**config.mk**
```make
export PLATFORM = sky130hd
export DESIGN_NAME = imem_loader_ctrl
export DESIGN_NICKNAME = d
export VERILOG_FILES = /design/src/rtl/imem_loader_ctrl.sv
export SDC_FILE = /design/constraint.sdc
export NUM_CORES = 1
export LEC_CHECK = 0
export CAP_MARGIN = 20
export CORE_UTILIZATION = 43
export CTS_BUF_LIST = sky130_fd_sc_hd__clkbuf_2
export DETAILED_ROUTE_END_ITERATION = 10
export PLACE_DENSITY = 0.83
export SYNTH_ARGS = -nofsm -noshare
export SYNTH_HDL_FRONTEND = slang
export SYNTH_SLANG_ARGS = --single-unit
```
**constraint.sdc**
```tcl
create_clock -name clk -period 2.7 [get_ports clk]
set_input_delay 0.405 -clock clk [delete_from_list [all_inputs] [get_ports clk]]
set_output_delay 0.405 -clock clk [all_outputs]
set_load 0.05 [all_outputs]
```
**src/rtl/imem_loader_ctrl.sv**
```systemverilog
// Instruction-memory port arbiter: passes CPU fetch through, or loads a byte-serial program.
// Optional checksum verification is compiled in with IMEM_LOAD_CHECKSUM_EN.
module imem_loader_ctrl #(
  parameter int NUM_BITS_ADDR_BARRAMENTO = 32,
  parameter int NUM_BITS_MEM_PROG        = 32,
  parameter int NUM_BITS_ADDR_PROG       = 8
) (
  input  logic                                clk,
  input  logic                                rst,
  input  logic [NUM_BITS_ADDR_BARRAMENTO-1:0] pc_addr,
  output logic [NUM_BITS_MEM_PROG-1:0]        instr,
  output logic                                cpu_stall,
  input  logic                                load_start,
  input  logic [NUM_BITS_ADDR_PROG:0]         load_len,
  input  logic                                byte_valid,
  input  logic [7:0]                          byte_data,
  output logic                                byte_ready,
  output logic                                load_busy,
  output logic                                load_done,
  output logic [NUM_BITS_ADDR_PROG-1:0]       mem_addr,
  output logic                                mem_we,
  output logic [NUM_BITS_MEM_PROG-1:0]        mem_wd,
  input  logic [NUM_BITS_MEM_PROG-1:0]        mem_rd
`ifdef IMEM_LOAD_CHECKSUM_EN
  ,
  output logic                                load_err
`endif
);

`ifdef IMEM_LOAD_CHECKSUM_EN
  typedef enum logic [2:0] {S_IDLE, S_COLLECT, S_WRITE, S_DONE, S_CHECK} state_e;
`else
  typedef enum logic [2:0] {S_IDLE, S_COLLECT, S_WRITE, S_DONE} state_e;
`endif

  localparam logic [NUM_BITS_ADDR_PROG:0] MAX_LEN = {1'b1, {NUM_BITS_ADDR_PROG{1'b0}}};

  state_e                          state_q;
  logic [1:0]                      byte_cnt_q;
  logic [NUM_BITS_ADDR_PROG-1:0]   word_cnt_q;
  logic [NUM_BITS_ADDR_PROG:0]     len_q;
  logic [NUM_BITS_MEM_PROG-9:0]    shift_q;
  logic                            cpu_stall_q;
  logic                            load_busy_q;
  logic                            load_done_q;
  logic                            byte_ready_q;
  logic                            mem_we_q;
  logic [NUM_BITS_MEM_PROG-1:0]    mem_wd_q;
  logic [NUM_BITS_MEM_PROG-1:0]    word_d;
  logic                            byte_fire;
  logic                            last_word;
`ifdef IMEM_LOAD_CHECKSUM_EN
  logic [NUM_BITS_MEM_PROG-1:0]    xor_q;
  logic                            load_err_q;
`endif

  // Big-endian assembly: earlier bytes end up in the higher-order bits.
  assign word_d    = {shift_q, byte_data};
  assign byte_fire = byte_valid && byte_ready_q;
  assign last_word = ({1'b0, word_cnt_q} == (len_q - 1'b1));

  always_ff @(posedge clk) begin
    if (rst) begin
      state_q      <= S_IDLE;
      byte_cnt_q   <= '0;
      word_cnt_q   <= '0;
      len_q        <= '0;
      shift_q      <= '0;
      cpu_stall_q  <= 1'b0;
      load_busy_q  <= 1'b0;
      load_done_q  <= 1'b0;
      byte_ready_q <= 1'b0;
      mem_we_q     <= 1'b0;
      mem_wd_q     <= '0;
`ifdef IMEM_LOAD_CHECKSUM_EN
      xor_q        <= '0;
      load_err_q   <= 1'b0;
`endif
    end else begin
      load_done_q <= 1'b0;
      mem_we_q    <= 1'b0;
      case (state_q)
        S_IDLE: begin
          if (load_start) begin
            len_q       <= (load_len > MAX_LEN) ? MAX_LEN : load_len;
            byte_cnt_q  <= '0;
            word_cnt_q  <= '0;
            shift_q     <= '0;
            cpu_stall_q <= 1'b1;
            load_busy_q <= 1'b1;
`ifdef IMEM_LOAD_CHECKSUM_EN
            xor_q      <= '0;
            load_err_q <= 1'b0;
            if (load_len == '0) begin
              state_q      <= S_CHECK;
              byte_ready_q <= 1'b1;
            end else begin
              state_q      <= S_COLLECT;
              byte_ready_q <= 1'b1;
            end
`else
            if (load_len == '0) begin
              state_q     <= S_DONE;
              load_done_q <= 1'b1;
            end else begin
              state_q      <= S_COLLECT;
              byte_ready_q <= 1'b1;
            end
`endif
          end
        end
        S_COLLECT: begin
          if (byte_fire) begin
            shift_q    <= word_d[NUM_BITS_MEM_PROG-9:0];
            byte_cnt_q <= byte_cnt_q + 1'b1;
            if (byte_cnt_q == 2'd3) begin
              state_q      <= S_WRITE;
              byte_ready_q <= 1'b0;
              mem_we_q     <= 1'b1;
              mem_wd_q     <= word_d;
            end
          end
        end
        S_WRITE: begin
`ifdef IMEM_LOAD_CHECKSUM_EN
          xor_q <= xor_q ^ mem_wd_q;
`endif
          if (last_word) begin
`ifdef IMEM_LOAD_CHECKSUM_EN
            state_q      <= S_CHECK;
            byte_ready_q <= 1'b1;
`else
            state_q     <= S_DONE;
            load_done_q <= 1'b1;
`endif
          end else begin
            word_cnt_q   <= word_cnt_q + 1'b1;
            state_q      <= S_COLLECT;
            byte_ready_q <= 1'b1;
          end
        end
`ifdef IMEM_LOAD_CHECKSUM_EN
        S_CHECK: begin
          if (byte_fire) begin
            shift_q    <= word_d[NUM_BITS_MEM_PROG-9:0];
            byte_cnt_q <= byte_cnt_q + 1'b1;
            if (byte_cnt_q == 2'd3) begin
              state_q      <= S_DONE;
              byte_ready_q <= 1'b0;
              load_done_q  <= 1'b1;
              load_err_q   <= (word_d != xor_q);
            end
          end
        end
`endif
        S_DONE: begin
          state_q     <= S_IDLE;
          cpu_stall_q <= 1'b0;
          load_busy_q <= 1'b0;
        end
        default: state_q <= S_IDLE;
      endcase
    end
  end

  // Fetch gets the memory combinationally only while idle; otherwise a NOP.
  assign mem_addr   = (state_q == S_IDLE) ? pc_addr[NUM_BITS_ADDR_PROG+1:2] : word_cnt_q;
  assign instr      = (state_q == S_IDLE) ? mem_rd : '0;
  assign cpu_stall  = cpu_stall_q;
  assign load_busy  = load_busy_q;
  assign load_done  = load_done_q;
  assign byte_ready = byte_ready_q;
  assign mem_we     = mem_we_q;
  assign mem_wd     = mem_wd_q;
`ifdef IMEM_LOAD_CHECKSUM_EN
  assign load_err   = load_err_q;
`endif

  logic unused_pc_bits;
  assign unused_pc_bits = ^{pc_addr[NUM_BITS_ADDR_BARRAMENTO-1:NUM_BITS_ADDR_PROG+2], pc_addr[1:0]};

endmodule

```
==> qor.txt <==
Drt initial violations: 149
Placer Congestion: 0.810
Endpoint class of the critical path: output pin
Clock latency on the worst-skew pair: 0.51 ns
Nets: 649
Hold crit path type: input pin to flip-flop
Final setup violation count: 0
Vias in the first global route: 3286
End of the worst register-to-register path: load_done$_SDFF_PP0_
Rel. slew slack: 30.0%
Total track usage: 21.9%
# fillers: 703
VDD IR-drop max: 0.306 mV
Placed cells: 655
Final hold viol count: 0
M1 wire length: 3.93 mm
Pwr Density: 477 nW/um^2
Final Max Tran Viols: 0
FF/Latch Area: 1620 um^2
Post-CTS sizing: 40
Most frequent cells in the layout: clkdlybuf4s50_1 (96), nand2_1 (87), dfxtp_1 (81), a21oi_1 (46), dlygate4sd2_1 (40)
Clock input transition at the sequential cells of the worst setup and hold paths: 0.22 ns
Initial antenna violation count: 0
Multi-input logic area: 1880 um^2
CTS buffer count: 9
Pwr Total: 2.46 mW
Worst Skew: 0.0187 ns
Fraction of layout instances using a drive strength above 1: 8.30%
CTS tree: yes
Highest routed layer: met4
DRC Markers: 0
Synthesized Nets: 524
Dpl cell area: 5080 um^2
First-pass GRT wire length: 15.3 mm
Rows: 33
#FFs+latches synth: 81
Die ar.: 8900 um^2
Actual slew at the worst max-slew pin: 1.05 ns
Setup TNS: 0 ns
MaxCap Viol Count: 0
Max clock buf depth: 2
Post-Layout Cell Count: 671
FF-to-FF Start: len_q[0]$_SDFFE_PP0P_
Post-synth EDFFs: 0
Cells after synthesis: 436
Hold Startpoint: rst
Cell Area, Synth: 3670 um^2
DR WL met2: 4.96 mm
Synth Warn #: 0
# IOs: 162
Design Area, Final: 5140 um^2
Total leakage power: 1.90 nW
Peak Freq: 387 MHz
Area grow syn2layout: 40.2%
Worst path arrival time: 2.18 ns
Clock sinks: 81
Netlist cell types: 56
Startpoint Class: flip-flop
Pre-antenna DRT Iters: 4
CTS hold repair buffers: 0
Via count: 3564
Ys flop type: dfxtp_1
Worst Path Max Fanout: 42
Min Hold Slack: 0.299 ns
Diodes inserted: 0
Starting density of the core: 44.6%
R2R setup slack: 0.30 ns
Die height: 94.4 um
Register area share after synthesis: 44.2%
Die X: 94.4 um
Core region area: 8220 um^2
Overflow after GRT: 0
Tmin final: 2.59 ns
Drt total wl: 9.75 mm
Reg2reg path depth: 8
H-Tree Depth: 3
Asr flop ratio synth: 0%
Fin crit share: 95.8%
Hold EP: shift_q[7]$_SDFFE_PP0P_
Post-DP HPWL: 7.13 mm
Remaining antenna violation count: 0
Critical path type: flip-flop to output pin
Post-CTS setup buffers: 0
Required @ worst endpoint: 2.30 ns
Port Buffers: 137
Most common cell after layout, fill and taps aside: clkdlybuf4s50_1
Routed met3 length: 774 um
Status: completed
RSZ-0062 raised after global routing: false
CTS root buffer: clkbuf_2
Syn Area/Cell: 8.41 um^2
WL/cell: 14.5 um
Vias/cell: 5.31
Largest net degree at the start of global routing: 43
WHS Path Cells: 2
-- how the worst max path moves through the flow --
stage	start	endpoint	slack (ns)	depth (start not counted)
2_1_floorplan	len_q[0]$_SDFFE_PP0P_	byte_ready$_SDFFE_PP0P_	0.55	9
3_3_place_gp	len_q[0]$_SDFFE_PP0P_	byte_ready$_SDFFE_PP0P_	0.44	8
3_5_place_dp	len_q[0]$_SDFFE_PP0P_	byte_ready$_SDFFE_PP0P_	0.34	8
4_1_cts	state_q[1]$_SDFFE_PP0P_	mem_addr[5]	0.08	4
5_1_grt	state_q[1]$_SDFFE_PP0P_	mem_addr[5]	0.01	4
6_report	state_q[1]$_SDFFE_PP0P_	mem_addr[5]	0.11	4
-- where the power goes --
part / internal [mW] / switching (mW) / leakage [nW]
Clock: 0.220 / 0.407 / 0.0719
Combinational: 0.223 / 0.374 / 1.17
Sequential: 1.21 / 0.0196 / 0.654
-- per-layer routing --
metal / GRT usage (%) / up-vias
met2: 40.3 / 132
met4: 6.03 / 0
met1: 24.9 / 1668
met3: 5.31 / 9
met5: 0 / -
li1: - / 1755
-- synth_stat cells, types with 3 or more instances --
library cell | number | area, um^2
mux2_2 | 8 | 90.1
a21oi_1 | 46 | 230
nor3_1 | 4 | 20.0
nand2_1 | 87 | 327
ha_1 | 3 | 37.5
and2_1 | 32 | 200
dfxtp_1 | 81 | 1620
a21boi_1 | 4 | 30.0
xnor2_1 | 4 | 35.0
mux2i_1 | 3 | 30.0
nor4_1 | 4 | 25.0
or4_1 | 4 | 30.0
nand3b_1 | 8 | 60.1
clkbuf_8 | 3 | 41.3
nand3_1 | 5 | 25.0
xor2_1 | 3 | 26.3
nor3b_1 | 3 | 22.5
clkbuf_1 | 23 | 86.3
a22oi_1 | 25 | 188
nor2_1 | 36 | 135
o31ai_1 | 4 | 30.0
-- worst max-delay path: stages (launching register included) --
cell and delay (ns):
dfxtp_1 0.45, nor2_2 0.22, buf_12 0.21, mux2_2 0.37, dlygate4sd2_1 0.42
-- flip-flops by register name, summed over array words and instances, names as in the netlist --
signal      count
state_q         2
len_q           9
mem_we          1
byte_ready      1
word_cnt_q      8
mem_wd         32
byte_cnt_q      2
load_done       1
load_busy       1
shift_q        24
-- through the flow --
stage | util (%) | setup slack, ns
final | 62.6 | 0.113
after global routing | 62.6 | 0.0112
after CTS | 62.6 | 0.0780
after detailed placement | 61.9 | 0.342
after global placement | 61.9 | 0.440
after floorplan | - | 0.547
-- final cells by class --
class | instances | share of cell area (%)
flip-flops and latches | 81 | 31.5
clock buffers | 11 | 1.07
inverters | 2 | 0.146
well taps | 105 | 2.55
repair buffers | 146 | 27.1
clock inverters | 5 | 1.09
multi-input cells | 321 | 36.5
-- cells by family after synthesis --
kind of cell / count (synthesis) / synth area share (%)
adder cells (fa/ha/maj): 3 / 1.02
AND/OR/NAND/NOR: 205 / 27.8
buffers and inverters: 34 / 4.88
multiplexers: 11 / 3.27
AO/OA/AOI/OAI: 95 / 17.2
flip-flops: 81 / 44.2
XOR/XNOR: 7 / 1.67
(Power assumes the default switching activity.)
